[src/rtl/enemy_bullet_pool.sv]
// Enemy bullet pool: periodic/forced firing into the lowest free slot per enemy, per-tick downward motion, retire at Y_LIMIT or on hit clear.
// Latency: every output is registered; inputs sampled at edge k are visible after edge k.
// Backpressure: none; a fire event that finds no free slot is dropped and flagged on o_Dropped.
//
// Ports:
//   i_Clk, i_Rst        clock, asynchronous active-low reset
//   i_Tick, i_Enable    frame-advance strobe, qualified by enable (enable=0 freezes counter and motion)
//   i_FireNow           extra fire event on the current active tick
//   i_EnemyAlive        per-enemy alive mask
//   i_EnemyPos          packed {x,y} muzzle positions, enemy e at [e*POS_W +: POS_W]
//   i_HitClear          per-slot kill request, bit e*SLOTS+s
//   o_BulletValid       slot occupied
//   o_BulletPos         packed {x,y} slot positions, DEAD_POS when the slot is empty
//   o_Fired, o_Dropped  per-enemy one-cycle pulses for allocated / dropped fire events
//   o_FireCnt           current fire counter
module enemy_bullet_pool #(
  parameter int N_ENEMY      = 4,
  parameter int SLOTS        = 4,
  parameter int X_W          = 10,
  parameter int Y_W          = 9,
  parameter int BULLET_SPEED = 5,
  parameter int FIRE_PERIOD  = 128,
  parameter int Y_LIMIT      = 460,
  localparam int POS_W       = X_W + Y_W,
  localparam int CNT_W       = $clog2(FIRE_PERIOD)
) (
  input  logic                             i_Clk,
  input  logic                             i_Rst,
  input  logic                             i_Tick,
  input  logic                             i_Enable,
  input  logic                             i_FireNow,
  input  logic [N_ENEMY-1:0]               i_EnemyAlive,
  input  logic [N_ENEMY*POS_W-1:0]         i_EnemyPos,
  input  logic [N_ENEMY*SLOTS-1:0]         i_HitClear,
  output logic [N_ENEMY*SLOTS-1:0]         o_BulletValid,
  output logic [N_ENEMY*SLOTS*POS_W-1:0]   o_BulletPos,
  output logic [N_ENEMY-1:0]               o_Fired,
  output logic [N_ENEMY-1:0]               o_Dropped,
  output logic [CNT_W-1:0]                 o_FireCnt
);

  localparam logic [POS_W-1:0] DEAD_POS = '1;
  localparam logic [CNT_W-1:0] CNT_LAST = CNT_W'(FIRE_PERIOD - 1);
  localparam logic [Y_W:0]     Y_LIM    = (Y_W + 1)'(Y_LIMIT);
  localparam logic [Y_W:0]     Y_STEP   = (Y_W + 1)'(BULLET_SPEED);

  logic activeTick;
  logic fireEvent;

  assign activeTick = i_Tick & i_Enable;
  assign fireEvent  = activeTick & ((o_FireCnt == CNT_LAST) | i_FireNow);

  logic [N_ENEMY*SLOTS-1:0]       validNext;
  logic [N_ENEMY*SLOTS*POS_W-1:0] posNext;
  logic [N_ENEMY-1:0]             firedNext;
  logic [N_ENEMY-1:0]             droppedNext;
  logic [N_ENEMY-1:0]             slotTaken;
  logic [Y_W:0]                   yNext;

  always_comb begin
    validNext   = o_BulletValid;
    posNext     = o_BulletPos;
    firedNext   = '0;
    droppedNext = '0;
    slotTaken   = '0;
    yNext       = '0;
    for (int e = 0; e < N_ENEMY; e++) begin
      for (int s = 0; s < SLOTS; s++) begin
        // Motion / clear of the slot as it stood at the start of the cycle.
        if (i_HitClear[e*SLOTS+s]) begin
          validNext[e*SLOTS+s]                  = 1'b0;
          posNext[(e*SLOTS+s)*POS_W +: POS_W]   = DEAD_POS;
        end else if (o_BulletValid[e*SLOTS+s] && activeTick) begin
          // One extra bit so a wrap past 2^Y_W still counts as crossing the limit.
          yNext = {1'b0, o_BulletPos[(e*SLOTS+s)*POS_W +: Y_W]} + Y_STEP;
          if (yNext >= Y_LIM) begin
            validNext[e*SLOTS+s]                = 1'b0;
            posNext[(e*SLOTS+s)*POS_W +: POS_W] = DEAD_POS;
          end else begin
            posNext[(e*SLOTS+s)*POS_W +: Y_W]   = yNext[Y_W-1:0];
          end
        end
        // Allocation only looks at slots that were empty before this cycle, so a
        // slot retiring now is not reused and a hit clear cannot block a birth.
        if (fireEvent && i_EnemyAlive[e] && !o_BulletValid[e*SLOTS+s] && !slotTaken[e]) begin
          validNext[e*SLOTS+s]                  = 1'b1;
          posNext[(e*SLOTS+s)*POS_W +: POS_W]   = i_EnemyPos[e*POS_W +: POS_W];
          slotTaken[e]                          = 1'b1;
        end
      end
      firedNext[e]   = fireEvent & i_EnemyAlive[e] & slotTaken[e];
      droppedNext[e] = fireEvent & i_EnemyAlive[e] & ~slotTaken[e];
    end
  end

  always_ff @(posedge i_Clk or negedge i_Rst) begin
    if (!i_Rst) begin
      o_BulletValid <= '0;
      o_BulletPos   <= '1;
      o_Fired       <= '0;
      o_Dropped     <= '0;
      o_FireCnt     <= '0;
    end else begin
      o_BulletValid <= validNext;
      o_BulletPos   <= posNext;
      o_Fired       <= firedNext;
      o_Dropped     <= droppedNext;
      if (activeTick) begin
        o_FireCnt <= (o_FireCnt == CNT_LAST) ? '0 : o_FireCnt + CNT_W'(1);
      end
    end
  end

endmodule

[config.mk]
export PLATFORM = sky130hd
export DESIGN_NAME = enemy_bullet_pool
export DESIGN_NICKNAME = d
export VERILOG_FILES = /design/src/rtl/enemy_bullet_pool.sv
export SDC_FILE = /design/constraint.sdc
export NUM_CORES = 1
export LEC_CHECK = 0
export BUFFER_PORTS_ARGS = -buffer_cell sky130_fd_sc_hd__buf_2
export CAP_MARGIN = 15
export CORE_ASPECT_RATIO = 0.9
export CORE_MARGIN = 2
export CORE_UTILIZATION = 55
export DETAILED_ROUTE_END_ITERATION = 8
export PLACE_DENSITY = 0.79
export SYNTH_ARGS = -nofsm -noshare
export SYNTH_HDL_FRONTEND = slang
export SYNTH_SLANG_ARGS = --single-unit
[constraint.sdc]
create_clock -name i_Clk -period 3 [get_ports i_Clk]
set_input_delay 0.3 -clock i_Clk [delete_from_list [all_inputs] [get_ports i_Clk]]
set_output_delay 0.3 -clock i_Clk [all_outputs]
set_load 0.005 [all_outputs]
# == Yosys cells after proc, flatten, opt, wreduce, memory -nomap -nowiden ==
# Cells that the tools add are included.
# totals
latch_bits,0
mem_count,0
ram_bits,0
ff_bits,335
rom_bits,0
wordCells,389
# op_classes
magnitude_cmp,16
addsub,17
div_mod_pow,0
muxes,161
shift,0
bitwise,19
eq_ne,1
multipliers,0
n_reduce_logical,124
# ops
cell,count
19-bit two-way mux,48
"9-bit by 3-bit adder with 10-bit output, second input constant",16
"10-bit by 9-bit >= comparator with 1-bit output, second input constant",16
10-bit two-way mux,16
9-bit two-way mux,16
3-bit nonzero test,32
1-bit two-way mux,80
1-bit logical AND,48
2-bit AND reduction,16
1-bit logical NOT,28
1-bit bitwise AND,14
"7-bit by 1-bit adder with 7-bit output, second input constant",1
"7-bit equality test, second input constant",1
7-bit two-way mux,1
1-bit inverter,4
1-bit bitwise OR,1

# == Longest topological paths before layout ==
# Gate-level depths: netlist of run 1.
# logic_depth
depth_word,17
depth_mapped,11
mapped_depth_nobuf,8

# == Least setup slack after synthesis of run 1 ==
# No wires, ideal clock.
# synth_path
path_kind,reg2reg
startpoint,register o_BulletPos[57]
endpoint,register o_BulletPos[60]
period_less_slack_ps,2412
n_path_buf,2
path_slack_ps,588
stages_incl_launch_ff,11
t_arrival_ps,2333
required_ps,2920
cell_sequence,dfstp_2 -> ha_1 -> or2_1 -> buf_2 -> nand4_2 -> xnor2_1 -> a31oi_2 -> o21ai_1 -> a211o_1 -> buf_2 -> o22a_1
# synth_via
elab_chain_len,6
# synth_lines
element,line,source
"start, declared",36,"output logic [N_ENEMY*SLOTS*POS_W-1:0] o_BulletPos,"
"start signal, assigned",105,o_BulletPos <= posNext;
9-bit by 3-bit adder with 10-bit output *,75,"yNext = {1'b0, o_BulletPos[(e*SLOTS+s)*POS_W +: Y_W]} + Y_STEP;"
10-bit by 9-bit >= comparator with 1-bit output,76,if (yNext >= Y_LIM) begin
9-bit two-way mux *,76,
19-bit two-way mux *,73,end else if (o_BulletValid[e*SLOTS+s] && activeTick) begin
19-bit two-way mux *,70,if (i_HitClear[e*SLOTS+s]) begin
19-bit two-way mux *,85,if (fireEvent && i_EnemyAlive[e] && !o_BulletValid[e*SLOTS+s] && !slotTaken[e]) begin
# Mark *: on every way between the ends. The rest lies on a longest branch, timed or not. The select of a mux whose other input is x is not followed.
# A chain may end at the register's enable or synchronous reset.

# == Final worst setup path of run 1 ==
# layout_path
startpoint,register o_BulletPos[57]
endpoint,register o_BulletPos[72]
# layout_via
elab_chain_len,4
# layout_lines
element,line
9-bit by 3-bit adder with 10-bit output,75
10-bit by 9-bit >= comparator with 1-bit output,76
3-bit nonzero test (no line),--
2-bit AND reduction (no line),--
# No other way between the ends.

==> results of run 1 <==
synthesized netlist by cell type (all sizes together), types with 24 or more instances:
cell / number
a21oi: 138
a31oi: 35
and3: 24
buf: 33
clkbuf: 86
dfrtp: 31
dfstp: 304
ha: 33
inv: 32
nand2: 160
nand3: 104
nor2: 167
nor2b: 26
nor3: 52
o21ai: 122
o22a: 150
o22ai: 51
layout make-up:
cell class                 count  area (sq um)  share of cell area, %
antenna                        3          7.51                 0.0331
clock buffer                  56          1130                   4.99
clock inverter                13           245                   1.08
inverter                      32           120                  0.529
multi-input combinational   1443          9280                   40.9
sequential                   335          8760                   38.6
tap                          462           578                   2.55
timing repair buffer         477          2570                   11.3
worst paths after layout:
path | start | endpoint | slack (ns)
worst max-delay path | o_BulletPos[57]$_DFFE_PN1P_ | o_BulletPos[72]$_DFFE_PN1P_ | 0.17
worst min-delay path | i_EnemyPos[52] | o_BulletPos[185]$_DFFE_PN1P_ | 0.03
worst max register to register | o_BulletPos[57]$_DFFE_PN1P_ | o_BulletPos[72]$_DFFE_PN1P_ | 0.17
worst min register to register | o_BulletPos[31]$_DFFE_PN1P_ | o_BulletPos[31]$_DFFE_PN1P_ | 0.49
max in group asynchronous | i_Rst | o_BulletPos[249]$_DFFE_PN1P_ | 1.90
min in group asynchronous | i_Rst | o_BulletPos[92]$_DFFE_PN1P_ | 0.55
state kept, by name, summed over array words and instances, names as in the netlist:
signal         count
o_Dropped          4
o_BulletValid     16
o_BulletPos      304
o_FireCnt          7
o_Fired            4
worst reg2reg max path, cell delays in order, from the launching register on:
cell and delay (ns):
dfstp_2 0.61, ha_1 0.24, or2_1 0.27, nand4_2 0.19
xnor2_1 0.18, a31oi_2 0.28, o21ai_1 0.22, a211o_1 0.38
buf_4 0.20, o22a_1 0.19
layer usage:
metal	vias to the layer above	wire (um)	global-route usage (%)
li1	8168	-	-
met2	966	26800	50.1
met1	8794	24500	44.7
met5	-	0	0
met3	184	6050	7.73
met4	0	2460	13.2
metrics by stage:
step	total power [W]	worst slack (ns)	hold WS, ns	instances
after global placement	0.0119	0.322	0.477	2746
final	0.0173	0.169	0.0289	2821
after CTS	0.0172	0.215	0.00131	2818
after floorplan	0.0102	0.588	0.00441	1929
after detailed placement	0.0121	0.250	0.481	2746
after global routing	0.0183	0.0324	0.0228	2820
power breakdown:
part / total (W) / switching (W) / internal, W
combinational: 0.00564 / 0.00327 / 0.00237
clock: 0.00509 / 0.00187 / 0.00322
sequential: 0.00657 / 0.00111 / 0.00545
logic make-up after synthesis:
logic type               after synthesis  share of synthesized area [%]
flip-flops                           335                           46.9
XOR/XNOR                              14                          0.657
AND/OR/NAND/NOR                      680                           18.9
multiplexers                          12                          0.670
adder cells (fa/ha/maj)               33                           2.21
AO/OA/AOI/OAI                        704                           27.3
buffers and inverters                151                           3.43
repair_timing:
| item | CTS | global route |
|---|---|---|
| hold endpoints to repair | 40 | 0 |
| endpoints found under the setup margin | 0 | 11 |
| hold buffers | 3 | 0 |
| resized for setup | 0 | 1 |
==> results.txt, run 1 <==
status: finished, final reports clean
Yosys cell types: 103
fin util: 67.3%
worst hold path cell count: 3
Setup Fix Bufs, Post-CTS: 0
Min-Delay Path Class: in2reg
Setup TNS: 0 ns
post-DP HPWL: 42500 um
clock sinks: 335
post-route cell area: 22700 sq um
Yosys top cell by area: dfstp_2
PD cells: 762 nW/um^2
Detail Route Antenna Nets: 0
clk buf depth: 3
Crit Path Category: reg2reg
vias in the first global route: 16800
Synth Area per Inst: 9.68 sq um
Final Max Tran Viols: 0
register area share after synthesis: 46.9%
root buf cell: clkbuf_16
Synth Net Count: 2063
number of flops mapped to enable cells by yosys: 0
CTS tree: yes
Die Ht: 179 um
number of nets at the end of the flow: 2461
gr usage total: 32.7%
CP Data Required Time: 3.45 ns
die width: 198 um
maximum fanout along the worst path: 9
Post-DP Area: 21300 sq um
Top FF cell, synth: dfstp_2
Rows: 64
Placer Congestion: 0.950
ordered list of cells on the worst path: ha_1 -> or2_1 -> nand4_2 -> xnor2_1 -> a31oi_2 -> o21ai_1 -> a211o_1 -> buf_4 -> o22a_1
Starting DRT DRC Count: 1297
peak supply drop: 0.539 mV
Residual DRC: 0
layout cell share with drive strength beyond 1: 38.5%
Synth area leaders: dfstp_2, o22a_1, dfrtp_1
FF+latch count, synth: 335
core area: 33700 sq um
Starting Density: 55.4%
DRT Wirelength: 59800 um
cells after synthesis: 1929
post-DR wirelength/cell: 21.2 um
Die ar.: 35500 sq um
area share of the largest cell type after synthesis: 42.8%
CP max stage cell: dfstp_2
global-route wire length before repair: 92300 um
Worst-Margin Slew: 0.657 ns
I/O pins: 436
# setup viols final: 0
largest net degree at the start of global routing: 90
Area growth syn-to-layout: 21.5%
TritonCTS Buffers: 38
total number of vias: 18100
Syn Std Cell Area: 18700 sq um
FILL cells: 2673
Max stage delay on crit path: 0.61 ns
R2R depth: 9
first-pass detailed-route iteration total: 6
delay-heaviest family, CP: compound AO/OA/AOI/OAI gates
RSZ-0062 raised after global routing: no
GRT Residual Overflow: 0
crit path time final: 2.83 ns
CP bufs+invs: 1
Max Clk Rate: 353 MHz
crit path DAT: 3.28 ns
final hold violations: 0
YS warnings: 0
via/cell ratio: 6.42
CP Launch Type: flip-flop
H-tree depth: 2
Port Buffer Count: 435
Slew HR: 56.0%
max-cap viol count: 0
register clock-pin slew on the reported worst setup and hold paths: 0.06 ns
Leak: 8.95 nW
Worst path depth: 9
Layout Skew: 0.0118 ns
initial antenna violation count: 3
fin crit share: 94.4%
async set or reset register ratio after synthesis: 100%
most frequent cells in the layout: buf_2, dfstp_2, nor2_1
commonest non-fill, non-tap cell in the layout: buf_2
crit end category: flip-flop
worst skew pair latency: 0.53 ns
(Power assumes the default switching activity.)
==> run 2, diff against run 1 <==
Settings changed: ABC_AREA from default to 1, PLACE_DENSITY 0.79 to 0.78.
==> run 2 against run 1 <==
  * Worst setup slack improved by 0.16 ns
  * Sequential cell count unchanged
  * Routed wire length increased by 2.0%
  * Sequential share of layout area decreased by 2.6 points
  * Final cell count increased by 37%
  * Clock skew increased by 0.0025 ns
  * First-iteration DRC count increased by 23%
  * Non-clock buffer count decreased by 17
  * Combinational power increased by 16%
  * Critical endpoint is now o_BulletPos[126]$_DFFE_PN1P_
  * Largest cell class unchanged
  * Highest routed layer is now met5
==> results.txt, run 2 <==
post-DP HPWL: 46100 um (+8.4%)
Synth Area per Inst: 7.03 sq um (-27%)
first-pass detailed-route iteration total: 7 (+1)
Top FF cell, synth: dfstp_2
most frequent cells in the layout: nand2_1, buf_2, inv_1
Max Clk Rate: 375 MHz (+6.2%)
ordered list of cells on the worst path: ha_1 -> inv_1 -> nand2_1 -> nand3_1 -> o21ai_0 -> nand2_1 -> nand2_1 -> nor2_1 -> nor2_2 -> nand2_1 -> nand2_1 -> nand2_1 -> nand2_1
Largest regs: o_BulletPos (304), o_BulletValid (16), o_FireCnt (7)
register area share after synthesis: 42.6% (-4.3 points)
Placer Congestion: 0.943 (-0.74%)
Worst-Margin Slew: 0.815 ns (+0.158 ns)
root buf cell: clkbuf_16
total number of vias: 20400 (+12%)
Crit path top cell by count: nand2_1
Biggest register: o_BulletPos
Syn Std Cell Area: 20500 sq um (+10%)
post_cts resized: 0 (unchanged)
largest net degree at the start of global routing: 82 (-8.9%)
hold path start: i_EnemyPos[29]
Yosys top cell by area: dfstp_2
Largest register FFs: 304 (unchanged)
initial antenna violation count: 6 (+3)
number of nets at the end of the flow: 3472 (+41%)
worst hold path cell count: 3 (unchanged)
placed cells: 3779 (+38%)
Synth Net Count: 3057 (+48%)
Slew HR: 45.4% (-11 points)
synth cell count leaders: nand2_1, inv_1, dfstp_2
Die ar.: 38900 sq um (+9.8%)
YS warnings: 0 (unchanged)
worst skew pair latency: 0.53 ns (about the same)
crit end category: flip-flop
PD cells: 780 nW/um^2 (+2.3%)
Hold Path Sink: o_BulletPos[105]$_DFFE_PN1P_
crit path DAT: 3.14 ns (-0.14 ns)
final hold violations: 0 (unchanged)
I/O pins: 436 (unchanged)
Residual DRC: 0 (unchanged)
RR Startpoint: o_BulletPos[114]$_DFFE_PN1P_
die width: 208 um (+4.8%)
maximum fanout along the worst path: 11 (+2)
clock sinks: 335 (unchanged)
final worst setup slack: 0.333 ns (+0.165 ns)
Starting DRT DRC Count: 1599 (+23%)
gr usage total: 30.9% (-1.7 points)
cells after synthesis: 2923 (+52%)
Die Ht: 187 um (+4.8%)
Final Max Tran Viols: 0 (unchanged)
Crit Path Category: reg2reg
Layout Skew: 0.0143 ns (+0.00252 ns)
H-tree depth: 2 (unchanged)
crit path time final: 2.67 ns (-0.165 ns)
Detail Route Antenna Nets: 0 (unchanged)
number of hold buffers added after CTS: 2 (-1)
Leak: 13.6 nW (+52%)
reg-to-reg slack, setup: 0.33 ns (+0.16 ns)
Yosys cell types: 45 (-56%)
Setup Fix Bufs, Post-CTS: 0 (unchanged)
clk buf depth: 3 (unchanged)
fin crit share: 88.9% (-5.5 points)
post-DR wirelength/cell: 15.8 um (-25%)
DRT Wirelength: 61000 um (+2.0%)
CP max stage cell: dfstp_2
Setup TNS: 0 ns (unchanged)
post-route insts no fill: 3853 (+37%)
Min-Delay Path Class: in2reg
CP Launch Type: flip-flop
Max stage delay on crit path: 0.58 ns (-0.03 ns)
async set or reset register ratio after synthesis: 100% (unchanged)
core area: 37100 sq um (+9.9%)
RSZ-0062 raised after global routing: no
layout cell share with drive strength beyond 1: 27.2% (-11 points)
# setup viols final: 0 (unchanged)
Post-DP Area: 23000 sq um (+8.2%)
Synth area leaders: dfstp_2, nand2_1, inv_1
Area growth syn-to-layout: 18.6%
FF+latch count, synth: 335 (unchanged)
post-route cell area: 24400 sq um (+7.4%)
Critical R2R Capture: o_BulletPos[126]$_DFFE_PN1P_
Rows: 67 (+4.7%)
Starting Density: 55.5% (+0.060 points)
GRT Residual Overflow: 0 (unchanged)
area share of the largest cell type after synthesis: 38.9% (-3.9 points)
number of flops mapped to enable cells by yosys: 0 (unchanged)
peak supply drop: 0.567 mV (+5.3%)
TritonCTS Buffers: 38 (unchanged)
max-cap viol count: 0 (unchanged)
commonest non-fill, non-tap cell in the layout: nand2_1
R2R depth: 13 (+4)
via/cell ratio: 5.28 (-18%)
global-route wire length before repair: 98900 um (+7.2%)
status: finished, final reports clean
Post-Place Setup Slack: 0.368 ns (+0.118 ns)
most frequent cell after synthesis: nand2_1
CP Data Required Time: 3.47 ns (+0.02 ns)
vias in the first global route: 19200 (+15%)
CTS tree: yes
Port Buffer Count: 435 (unchanged)
register clock-pin slew on the reported worst setup and hold paths: 0.06 ns (about the same)
run 2: cell count changes after synthesis, moves of 47 or more:
cell | before | now
nand4_1 | 19 | 66
nand2_1 | 157 | 1116
a21oi_1 | 135 | 55
inv_1 | 32 | 423
nand3_1 | 104 | 253
clkbuf_1 | 86 | 9
o22a_1 | 150 | 0
run 2: layer usage:
layer | global-route usage, % | up-vias | wire (um)
met5 | 0 | - | 27
met4 | 14.2 | 4 | 2870
met3 | 6.58 | 165 | 5120
met2 | 47.9 | 813 | 27200
met1 | 41.9 | 9457 | 25800
li1 | - | 9922 | -
run 2: cells by family after synthesis:
kind of cell | count (synthesis) | synth area share (%)
flops | 335 | 42.6
buf+inv | 538 | 10.8
xor+xnor | 30 | 1.28
simple gates | 1726 | 36.0
compound gates | 261 | 7.20
fa+ha+maj | 33 | 2.01
run 2: stage by stage:
stage / power [W] / util (%) / hold slack, ns
2_1_floorplan: 0.0115 / - / 0.00441
3_3_place_gp: 0.0138 / 62.1 / 0.310
3_5_place_dp: 0.0141 / 62.1 / 0.308
4_1_cts: 0.0190 / 65.7 / 0.00237
5_1_grt: 0.0204 / 65.8 / 0.0106
6_report: 0.0190 / 65.8 / 0.0234
run 2: worst max-delay path by stage:
stage,from,depth (start not counted),endpoint
CTS,o_BulletPos[114]$_DFFE_PN1P_,13,o_BulletPos[130]$_DFFE_PN1P_
floorplan,o_BulletPos[38]$_DFFE_PN1P_,13,o_BulletValid[2]$_DFFE_PN0P_
global route,o_BulletPos[266]$_DFFE_PN1P_,13,o_BulletPos[282]$_DFFE_PN1P_
finish,o_BulletPos[114]$_DFFE_PN1P_,13,o_BulletPos[126]$_DFFE_PN1P_
detailed placement,i_Tick,12,o_BulletValid[7]$_DFFE_PN0P_
global placement,i_Tick,12,o_BulletValid[10]$_DFFE_PN0P_
run 2: report_power, final:
group | switching, W | total [W] | internal, W
sequential | 0.00119 | 0.00755 | 0.00636
combinational | 0.00409 | 0.00657 | 0.00248
clock | 0.00193 | 0.00488 | 0.00295
run 2: worst max-delay path: cells and delay by family (launching register included):
| kind | cells | cell delay, ns |
|---|---|---|
| flops | 1 | 0.58 |
| buf+inv | 1 | 0.05 |
| fa+ha+maj | 1 | 0.18 |
| simple gates | 10 | 1.59 |
| compound gates | 1 | 0.21 |
run 2: final cells by class:
cell class | count | area [sq um]
clock buffer | 58 | 1170
clock inverter | 12 | 143
tap | 483 | 604
sequential | 335 | 8760
antenna | 2 | 5.00
fill | 3240 | 12700
multi-input combinational | 2050 | 9560
inverter | 453 | 1700
timing repair buffer | 460 | 2420
